### src/rtl/load_issue_queue.sv
// load_issue_queue: load reservation station between rename/dispatch and the memory arbiter.
// Accepts up to PUSH_WIDTH loads per cycle, tracks base-register readiness and an older-store
// dependency per entry, wakes entries from NUM_CDB broadcast ports and a store-done port, and
// presents one ready load per cycle over a valid/ready handshake. Entries free themselves on
// an issue handshake.
//
// Optional feature: define LOAD_IQ_AGE_SELECT_EN to select the oldest ready entry through a
// DEPTH x DEPTH age matrix. Default build selects the lowest-index ready entry and holds a
// presented entry until it is accepted, flushed or reset.
//
// Ports:
//   clk_i, rst_i          clock, synchronous active-high reset
//   num_push_i            number of dispatch slots written this cycle (slots 0..num_push_i-1)
//   push_*_i              per-slot base preg, preg ready, store dependency, dep ROB, payload
//   push_limit_o          registered min(PUSH_WIDTH, free entries)
//   cdb_valid_i/preg_i    wakeup broadcast ports
//   store_done_*_i        resolved store ROB number
//   flush_i               squash all entries; drops same-cycle pushes
//   issue_valid_o/ready_i issue handshake; issue_preg_o / issue_payload_o of presented entry
//   occupancy_o           registered count of valid entries
module load_issue_queue #(
    parameter int unsigned DEPTH      = 8,
    parameter int unsigned PUSH_WIDTH = 2,
    parameter int unsigned NUM_CDB    = 2,
    parameter int unsigned PREG_BITS  = 6,
    parameter int unsigned ROB_BITS   = 5,
    parameter int unsigned PAYLOAD_W  = 64,
    localparam int unsigned CNT_W     = $clog2(PUSH_WIDTH + 1),
    localparam int unsigned OCC_W     = $clog2(DEPTH + 1),
    localparam int unsigned IDX_W     = (DEPTH > 1) ? $clog2(DEPTH) : 1
) (
    input  logic                                 clk_i,
    input  logic                                 rst_i,
    input  logic [CNT_W-1:0]                     num_push_i,
    input  logic [PUSH_WIDTH-1:0][PREG_BITS-1:0] push_preg_i,
    input  logic [PUSH_WIDTH-1:0]                push_preg_ready_i,
    input  logic [PUSH_WIDTH-1:0]                push_has_dep_i,
    input  logic [PUSH_WIDTH-1:0][ROB_BITS-1:0]  push_dep_rob_i,
    input  logic [PUSH_WIDTH-1:0][PAYLOAD_W-1:0] push_payload_i,
    output logic [CNT_W-1:0]                     push_limit_o,
    input  logic [NUM_CDB-1:0]                   cdb_valid_i,
    input  logic [NUM_CDB-1:0][PREG_BITS-1:0]    cdb_preg_i,
    input  logic                                 store_done_valid_i,
    input  logic [ROB_BITS-1:0]                  store_done_rob_i,
    input  logic                                 flush_i,
    output logic                                 issue_valid_o,
    input  logic                                 issue_ready_i,
    output logic [PREG_BITS-1:0]                 issue_preg_o,
    output logic [PAYLOAD_W-1:0]                 issue_payload_o,
    output logic [OCC_W-1:0]                     occupancy_o
);

    // Entry state
    logic [DEPTH-1:0]                valid_q, valid_d;
    logic [DEPTH-1:0][PREG_BITS-1:0] preg_q, preg_d;
    logic [DEPTH-1:0]                rdy_q, rdy_d;
    logic [DEPTH-1:0]                dep_q, dep_d;
    logic [DEPTH-1:0][ROB_BITS-1:0]  drob_q, drob_d;
    logic [PAYLOAD_W-1:0]            pay_q [DEPTH];
    logic [PAYLOAD_W-1:0]            pay_d [DEPTH];
    logic [OCC_W-1:0]                occ_q, occ_d;
    logic [CNT_W-1:0]                plim_q, plim_d;

    logic [DEPTH-1:0]                ready;
    logic [DEPTH-1:0]                rdy_wake, dep_wake;
    logic                            sel_found;
    logic [IDX_W-1:0]                sel_idx;
    logic                            accept;

    logic [PUSH_WIDTH-1:0]           slot_ok, push_en, push_cdb_hit, push_sd_hit;
    logic [PUSH_WIDTH-1:0][IDX_W-1:0] slot_idx;
    logic [DEPTH-1:0]                taken;

    assign ready = valid_q & rdy_q & ~dep_q;

    // Wakeup of resident entries from CDB and store-done broadcasts
    always_comb begin
        rdy_wake = rdy_q;
        dep_wake = dep_q;
        for (int i = 0; i < DEPTH; i++) begin
            for (int k = 0; k < NUM_CDB; k++) begin
                if (valid_q[i] && cdb_valid_i[k] && (preg_q[i] == cdb_preg_i[k])) begin
                    rdy_wake[i] = 1'b1;
                end
            end
            if (store_done_valid_i && dep_q[i] && (drob_q[i] == store_done_rob_i)) begin
                dep_wake[i] = 1'b0;
            end
        end
    end

    // Capture bypass for the entries being written this cycle
    always_comb begin
        push_cdb_hit = '0;
        push_sd_hit  = '0;
        for (int s = 0; s < PUSH_WIDTH; s++) begin
            for (int k = 0; k < NUM_CDB; k++) begin
                if (cdb_valid_i[k] && (cdb_preg_i[k] == push_preg_i[s])) begin
                    push_cdb_hit[s] = 1'b1;
                end
            end
            push_sd_hit[s] = store_done_valid_i && (store_done_rob_i == push_dep_rob_i[s]);
        end
    end

    // Slot s takes the s-th lowest free entry; entries freed by this cycle's issue still
    // count as occupied, so they are only reusable next cycle.
    always_comb begin
        taken    = '0;
        slot_ok  = '0;
        slot_idx = '0;
        push_en  = '0;
        for (int s = 0; s < PUSH_WIDTH; s++) begin
            for (int i = int'(DEPTH) - 1; i >= 0; i--) begin
                if (!valid_q[i] && !taken[i]) begin
                    slot_ok[s]  = 1'b1;
                    slot_idx[s] = IDX_W'(i);
                end
            end
            if (slot_ok[s]) begin
                taken[slot_idx[s]] = 1'b1;
            end
            push_en[s] = slot_ok[s] && (s < int'(num_push_i)) && !flush_i;
        end
    end

`ifdef LOAD_IQ_AGE_SELECT_EN
    // older_q[j][i] set means entry j is older than entry i.
    logic [DEPTH-1:0][DEPTH-1:0] older_q, older_d;
    logic [DEPTH-1:0]            pushed;
    logic [DEPTH-1:0]            oldest;

    always_comb begin
        oldest    = '0;
        sel_found = 1'b0;
        sel_idx   = '0;
        for (int i = 0; i < DEPTH; i++) begin
            oldest[i] = ready[i];
            for (int j = 0; j < DEPTH; j++) begin
                if (ready[j] && older_q[j][i]) begin
                    oldest[i] = 1'b0;
                end
            end
        end
        for (int i = int'(DEPTH) - 1; i >= 0; i--) begin
            if (oldest[i]) begin
                sel_found = 1'b1;
                sel_idx   = IDX_W'(i);
            end
        end
    end

    // A new entry is younger than every resident entry and every lower pushed slot.
    always_comb begin
        older_d = older_q;
        pushed  = '0;
        for (int s = 0; s < PUSH_WIDTH; s++) begin
            if (push_en[s]) begin
                for (int j = 0; j < DEPTH; j++) begin
                    older_d[j][slot_idx[s]] = valid_q[j] | pushed[j];
                    older_d[slot_idx[s]][j] = 1'b0;
                end
                pushed[slot_idx[s]] = 1'b1;
            end
        end
    end

    always_ff @(posedge clk_i) begin
        if (rst_i) begin
            older_q <= '0;
        end else begin
            older_q <= older_d;
        end
    end
`else
    // A presented but not accepted entry stays selected; readiness never drops, so the
    // held entry is still ready next cycle.
    logic             lock_q, lock_d;
    logic [IDX_W-1:0] lock_idx_q, lock_idx_d;

    always_comb begin
        sel_found = 1'b0;
        sel_idx   = '0;
        for (int i = int'(DEPTH) - 1; i >= 0; i--) begin
            if (ready[i]) begin
                sel_found = 1'b1;
                sel_idx   = IDX_W'(i);
            end
        end
        if (lock_q) begin
            sel_found = 1'b1;
            sel_idx   = lock_idx_q;
        end
    end

    assign lock_d     = issue_valid_o & ~issue_ready_i;
    assign lock_idx_d = sel_idx;

    always_ff @(posedge clk_i) begin
        if (rst_i) begin
            lock_q     <= 1'b0;
            lock_idx_q <= '0;
        end else begin
            lock_q     <= lock_d;
            lock_idx_q <= lock_idx_d;
        end
    end
`endif

    assign issue_valid_o   = sel_found & ~flush_i;
    assign issue_preg_o    = preg_q[sel_idx];
    assign issue_payload_o = pay_q[sel_idx];
    assign accept          = issue_valid_o & issue_ready_i;

    // Next entry state
    always_comb begin
        valid_d = valid_q;
        preg_d  = preg_q;
        rdy_d   = rdy_wake;
        dep_d   = dep_wake;
        drob_d  = drob_q;
        pay_d   = pay_q;
        if (accept) begin
            valid_d[sel_idx] = 1'b0;
        end
        for (int s = 0; s < PUSH_WIDTH; s++) begin
            if (push_en[s]) begin
                valid_d[slot_idx[s]] = 1'b1;
                preg_d[slot_idx[s]]  = push_preg_i[s];
                rdy_d[slot_idx[s]]   = push_preg_ready_i[s] | push_cdb_hit[s];
                dep_d[slot_idx[s]]   = push_has_dep_i[s] & ~push_sd_hit[s];
                drob_d[slot_idx[s]]  = push_dep_rob_i[s];
                pay_d[slot_idx[s]]   = push_payload_i[s];
            end
        end
        if (flush_i) begin
            valid_d = '0;
        end
    end

    // Registered occupancy and push limit describe the post-edge state
    always_comb begin
        occ_d = '0;
        for (int i = 0; i < DEPTH; i++) begin
            occ_d = occ_d + OCC_W'(valid_d[i]);
        end
        if ((OCC_W'(DEPTH) - occ_d) >= OCC_W'(PUSH_WIDTH)) begin
            plim_d = CNT_W'(PUSH_WIDTH);
        end else begin
            plim_d = CNT_W'(OCC_W'(DEPTH) - occ_d);
        end
    end

    always_ff @(posedge clk_i) begin
        if (rst_i) begin
            valid_q <= '0;
            occ_q   <= '0;
            plim_q  <= CNT_W'(PUSH_WIDTH);
        end else begin
            valid_q <= valid_d;
            occ_q   <= occ_d;
            plim_q  <= plim_d;
        end
    end

    // Data fields need no reset; they are only observed behind valid_q
    always_ff @(posedge clk_i) begin
        preg_q <= preg_d;
        rdy_q  <= rdy_d;
        dep_q  <= dep_d;
        drob_q <= drob_d;
        pay_q  <= pay_d;
    end

    assign occupancy_o  = occ_q;
    assign push_limit_o = plim_q;

    push_within_limit: assert property (@(posedge clk_i) disable iff (rst_i)
        num_push_i <= push_limit_o);

endmodule

### config.mk
export PLATFORM = sky130hd
export DESIGN_NAME = load_issue_queue
export DESIGN_NICKNAME = d
export VERILOG_FILES = /design/src/rtl/load_issue_queue.sv
export SDC_FILE = /design/constraint.sdc
export NUM_CORES = 2
export LEC_CHECK = 0
export ABC_AREA = 1
export BUFFER_PORTS_ARGS = -buffer_cell sky130_fd_sc_hd__clkbuf_2
export CAP_MARGIN = 40
export CORE_AREA = 4 4 263 265
export CTS_CLUSTER_SIZE = 25
export DETAILED_ROUTE_END_ITERATION = 8
export DIE_AREA = 0 0 267 269
export PLACE_DENSITY = 0.68
export SLEW_MARGIN = 10
export SYNTH_ARGS = -nofsm -noshare
export SYNTH_HDL_FRONTEND = slang
export SYNTH_SLANG_ARGS = --single-unit
### constraint.sdc
create_clock -name clk_i -period 6.5 [get_ports clk_i]
set_input_delay 0.325 -clock clk_i [delete_from_list [all_inputs] [get_ports clk_i]]
set_output_delay 0.325 -clock clk_i [all_outputs]
set_load 0.01 [all_outputs]
==> flow_summary.toml <==
[die]
die-area_um2 = 71800
die_w_um = 267
die-height_um = 269
initial_core_util = 0.497
fp.coreArea_um2 = 66800
io_pins = 257
rows = 95

[finish]
fin_util = 0.564
fill_cells = 6663
area_growth_pct = 13.7
final_cell_mix = "nand2_1, o21ai_0, dfxtp_1, inv_1, nor2_1"
finalNetCount = 5191
layout.cells.most_common = "nand2_1"
drive_above_1_share = 0.0992
final_cells = 5938

[synthesis]
netlist_area_um2 = 33200
yosys_warnings = 0
synth_top_area_cell = "dfxtp_1"
yosysSeqAreaShare = 0.383
yosysUniqueCellTypes = 49
netlist.area_leader.share = 0.383
synthCells = 4907
ys.flop_type = "dfxtp_1"
syn_nets = 5096
synth.avg_cell_area_um2 = 6.76
yosys_register_bits = 634
synthArstFlopShare = 0
synth_edf_count = 0
synth_area_leaders = "dfxtp_1, o21ai_0, nand2_1"

[grt]
grt_max_degree = 250
grt_pass1_wl_um = 186000
grt_overflow = 0
grt_usage = 0.332
grt_pass1_vias = 31200
antenna_found_initial = 10

[clock_network]
cts_tree = "done"
clk_latency_ps = 620
cts_max_path_buffers = 3
postCtsSetupBuffers = 0
path_clk_slew_ps = 60
cts_resized = 0
cts_made_buffers = 73
cts_sinks = 634
cts_max_level = 3
clock-root-buffer = "clkbuf_16"

[sta]
setup_tns_ps = 0
relSlewSlack = 0.219
worst_pin_slew_ps = 1170
fin_skew_ps = 19.4
rsz0062_at_grt = "false"
slew_viol_final = 0
setup-violations-final = 0
period_minus_slack_ps = 5860
fin_crit_sh = 0.901
fmax_mhz = 171
finalHoldViolations = 0

[worst_setup_path]
critPathTopFamily = "adder cells"
worstPathArrival_ps = 6410
crit_required_ps = 7060
worstSetupStartpointType = "flip-flop"
setup.worst_path.class = "flip-flop to flip-flop"
slowest_stage = "dfxtp_1"
startpoint = "valid_q[0]"
crit-reg2reg-launch = "valid_q[0]"
critPathCaptureType = "flip-flop"
cp_max_fo = 28
slowest_delay_ps = 580
critPathBufInv = 5

[routing]
num_vias = 34400
drt_iter0_drc = 3920
drt_wl_total_um = 124000
drc = 0
vias_per_cell = 5.79
antenna_left = 0
wl_per_cell_um = 20.9
dr.pass1.iters = 8

[hold_path]
hold_class = "input port to flip-flop"
min-delay-start = "push_dep_rob_i[4]"

[job]
max_cap_viol_count = 0

[place]
place_congestion = 1.01
dp_cells = 5741
hpwl_um = 76700
port-buffer-count = 256

[power]
power.density_nw_per_um2 = 290
leakage_uw = 0.0168
vdd.ir_drop.worst_uv = 219

[status]
outcome = "finished, final reports clean"
worst min-delay path, stage by stage:
cell,delay [ps]
clkbuf_2,150
mux2i_1,90
inv_1,50
final cells by class:
class / count / area (um2) / area share
multi-input cells: 3387 / 16900 / 0.448
diodes: 7 / 17.5 / 0.000465
flip-flops and latches: 634 / 12700 / 0.337
well taps: 873 / 1090 / 0.0290
repair buffers: 375 / 2580 / 0.0685
inverters: 531 / 2010 / 0.0534
clock inverters: 14 / 126 / 0.00335
clock buffers: 117 / 2280 / 0.0604
cells by family (layout without fill, tap and decap cells):
| family | count (synthesis) | after routing | share of synthesized area |
|---|---|---|---|
| flip-flops | 634 | 634 | 0.383 |
| buffers and inverters | 886 | 1037 | 0.111 |
| multiplexers | 21 | 21 | 0.00637 |
| XOR/XNOR | 54 | 54 | 0.0143 |
| other | 0 | 7 | 0 |
| adder cells (fa/ha/maj) | 9 | 9 | 0.00430 |
| AND/OR/NAND/NOR | 1631 | 1631 | 0.195 |
| AO/OA/AOI/OAI | 1672 | 1672 | 0.286 |
report_power, final:
| group | leakage (uW) | switching [uW] | internal [uW] |
|---|---|---|---|
| registers | 0.00530 | 361 | 4530 |
| clock network | 0.00118 | 1720 | 2410 |
| logic | 0.0103 | 1140 | 756 |
| total | 0.0168 | 3220 | 7690 |
per-stage QoR:
stage	cell area [um2]	power, uW	worst slack [ps]	hold WS [ps]
3_3_place_gp	34400	6720	862	433
2_1_floorplan	33200	6130	1420	394
3_5_place_dp	34700	6760	836	440
4_1_cts	37700	10900	737	2.72
5_1_grt	37700	11400	415	31.2
6_report	37700	10900	642	24.6
registers in the layout, summed over array words and instances, names as in the netlist, 3 cells and up:
name	cells
valid_q	8
occupancy_o	4
drob_q	40
pay_q	512
rdy_q	8
lock_idx_q	3
dep_q	8
preg_q	48
synth_stat cells (22+ instances only):
master and count:
inv_1 513, clkbuf_1 216, nor3_1 28, o22ai_1 75, a21oi_1 172, o211ai_1 181, buf_6 22, nor2_1 336
nand3_1 34, xnor2_1 33, o21ai_1 101, buf_2 64, o21a_1 34, buf_1 24, dfxtp_1 634, o2111ai_1 82
o21ai_0 969, nand2_1 1169, buf_4 29
what timing repair did:
action,CTS,global route
setup endpoints to repair,0,0
hold endpoints to repair,125,0
hold buffers,59,0
metal layers:
| metal | vias up | part of all wire | track usage |
|---|---|---|---|
| li1 | 16500 | - | - |
| met1 | 15700 | 0.42 | 0.445 |
| met2 | 1740 | 0.43 | 0.521 |
| met3 | 407 | 0.092 | 0.0607 |
| met4 | 6 | 0.052 | 0.157 |
| met5 | - | 0.00031 | 0 |
worst paths after layout:
kind	slack, ps	end	cells past startpoint
min	20	drob_q[4]	3
min reg2reg	450	pay_q[470]	2
max reg2reg	640	push_limit_o[0]	26
max	640	push_limit_o[0]	26
Note: power is estimated with default switching activity, not from simulation.
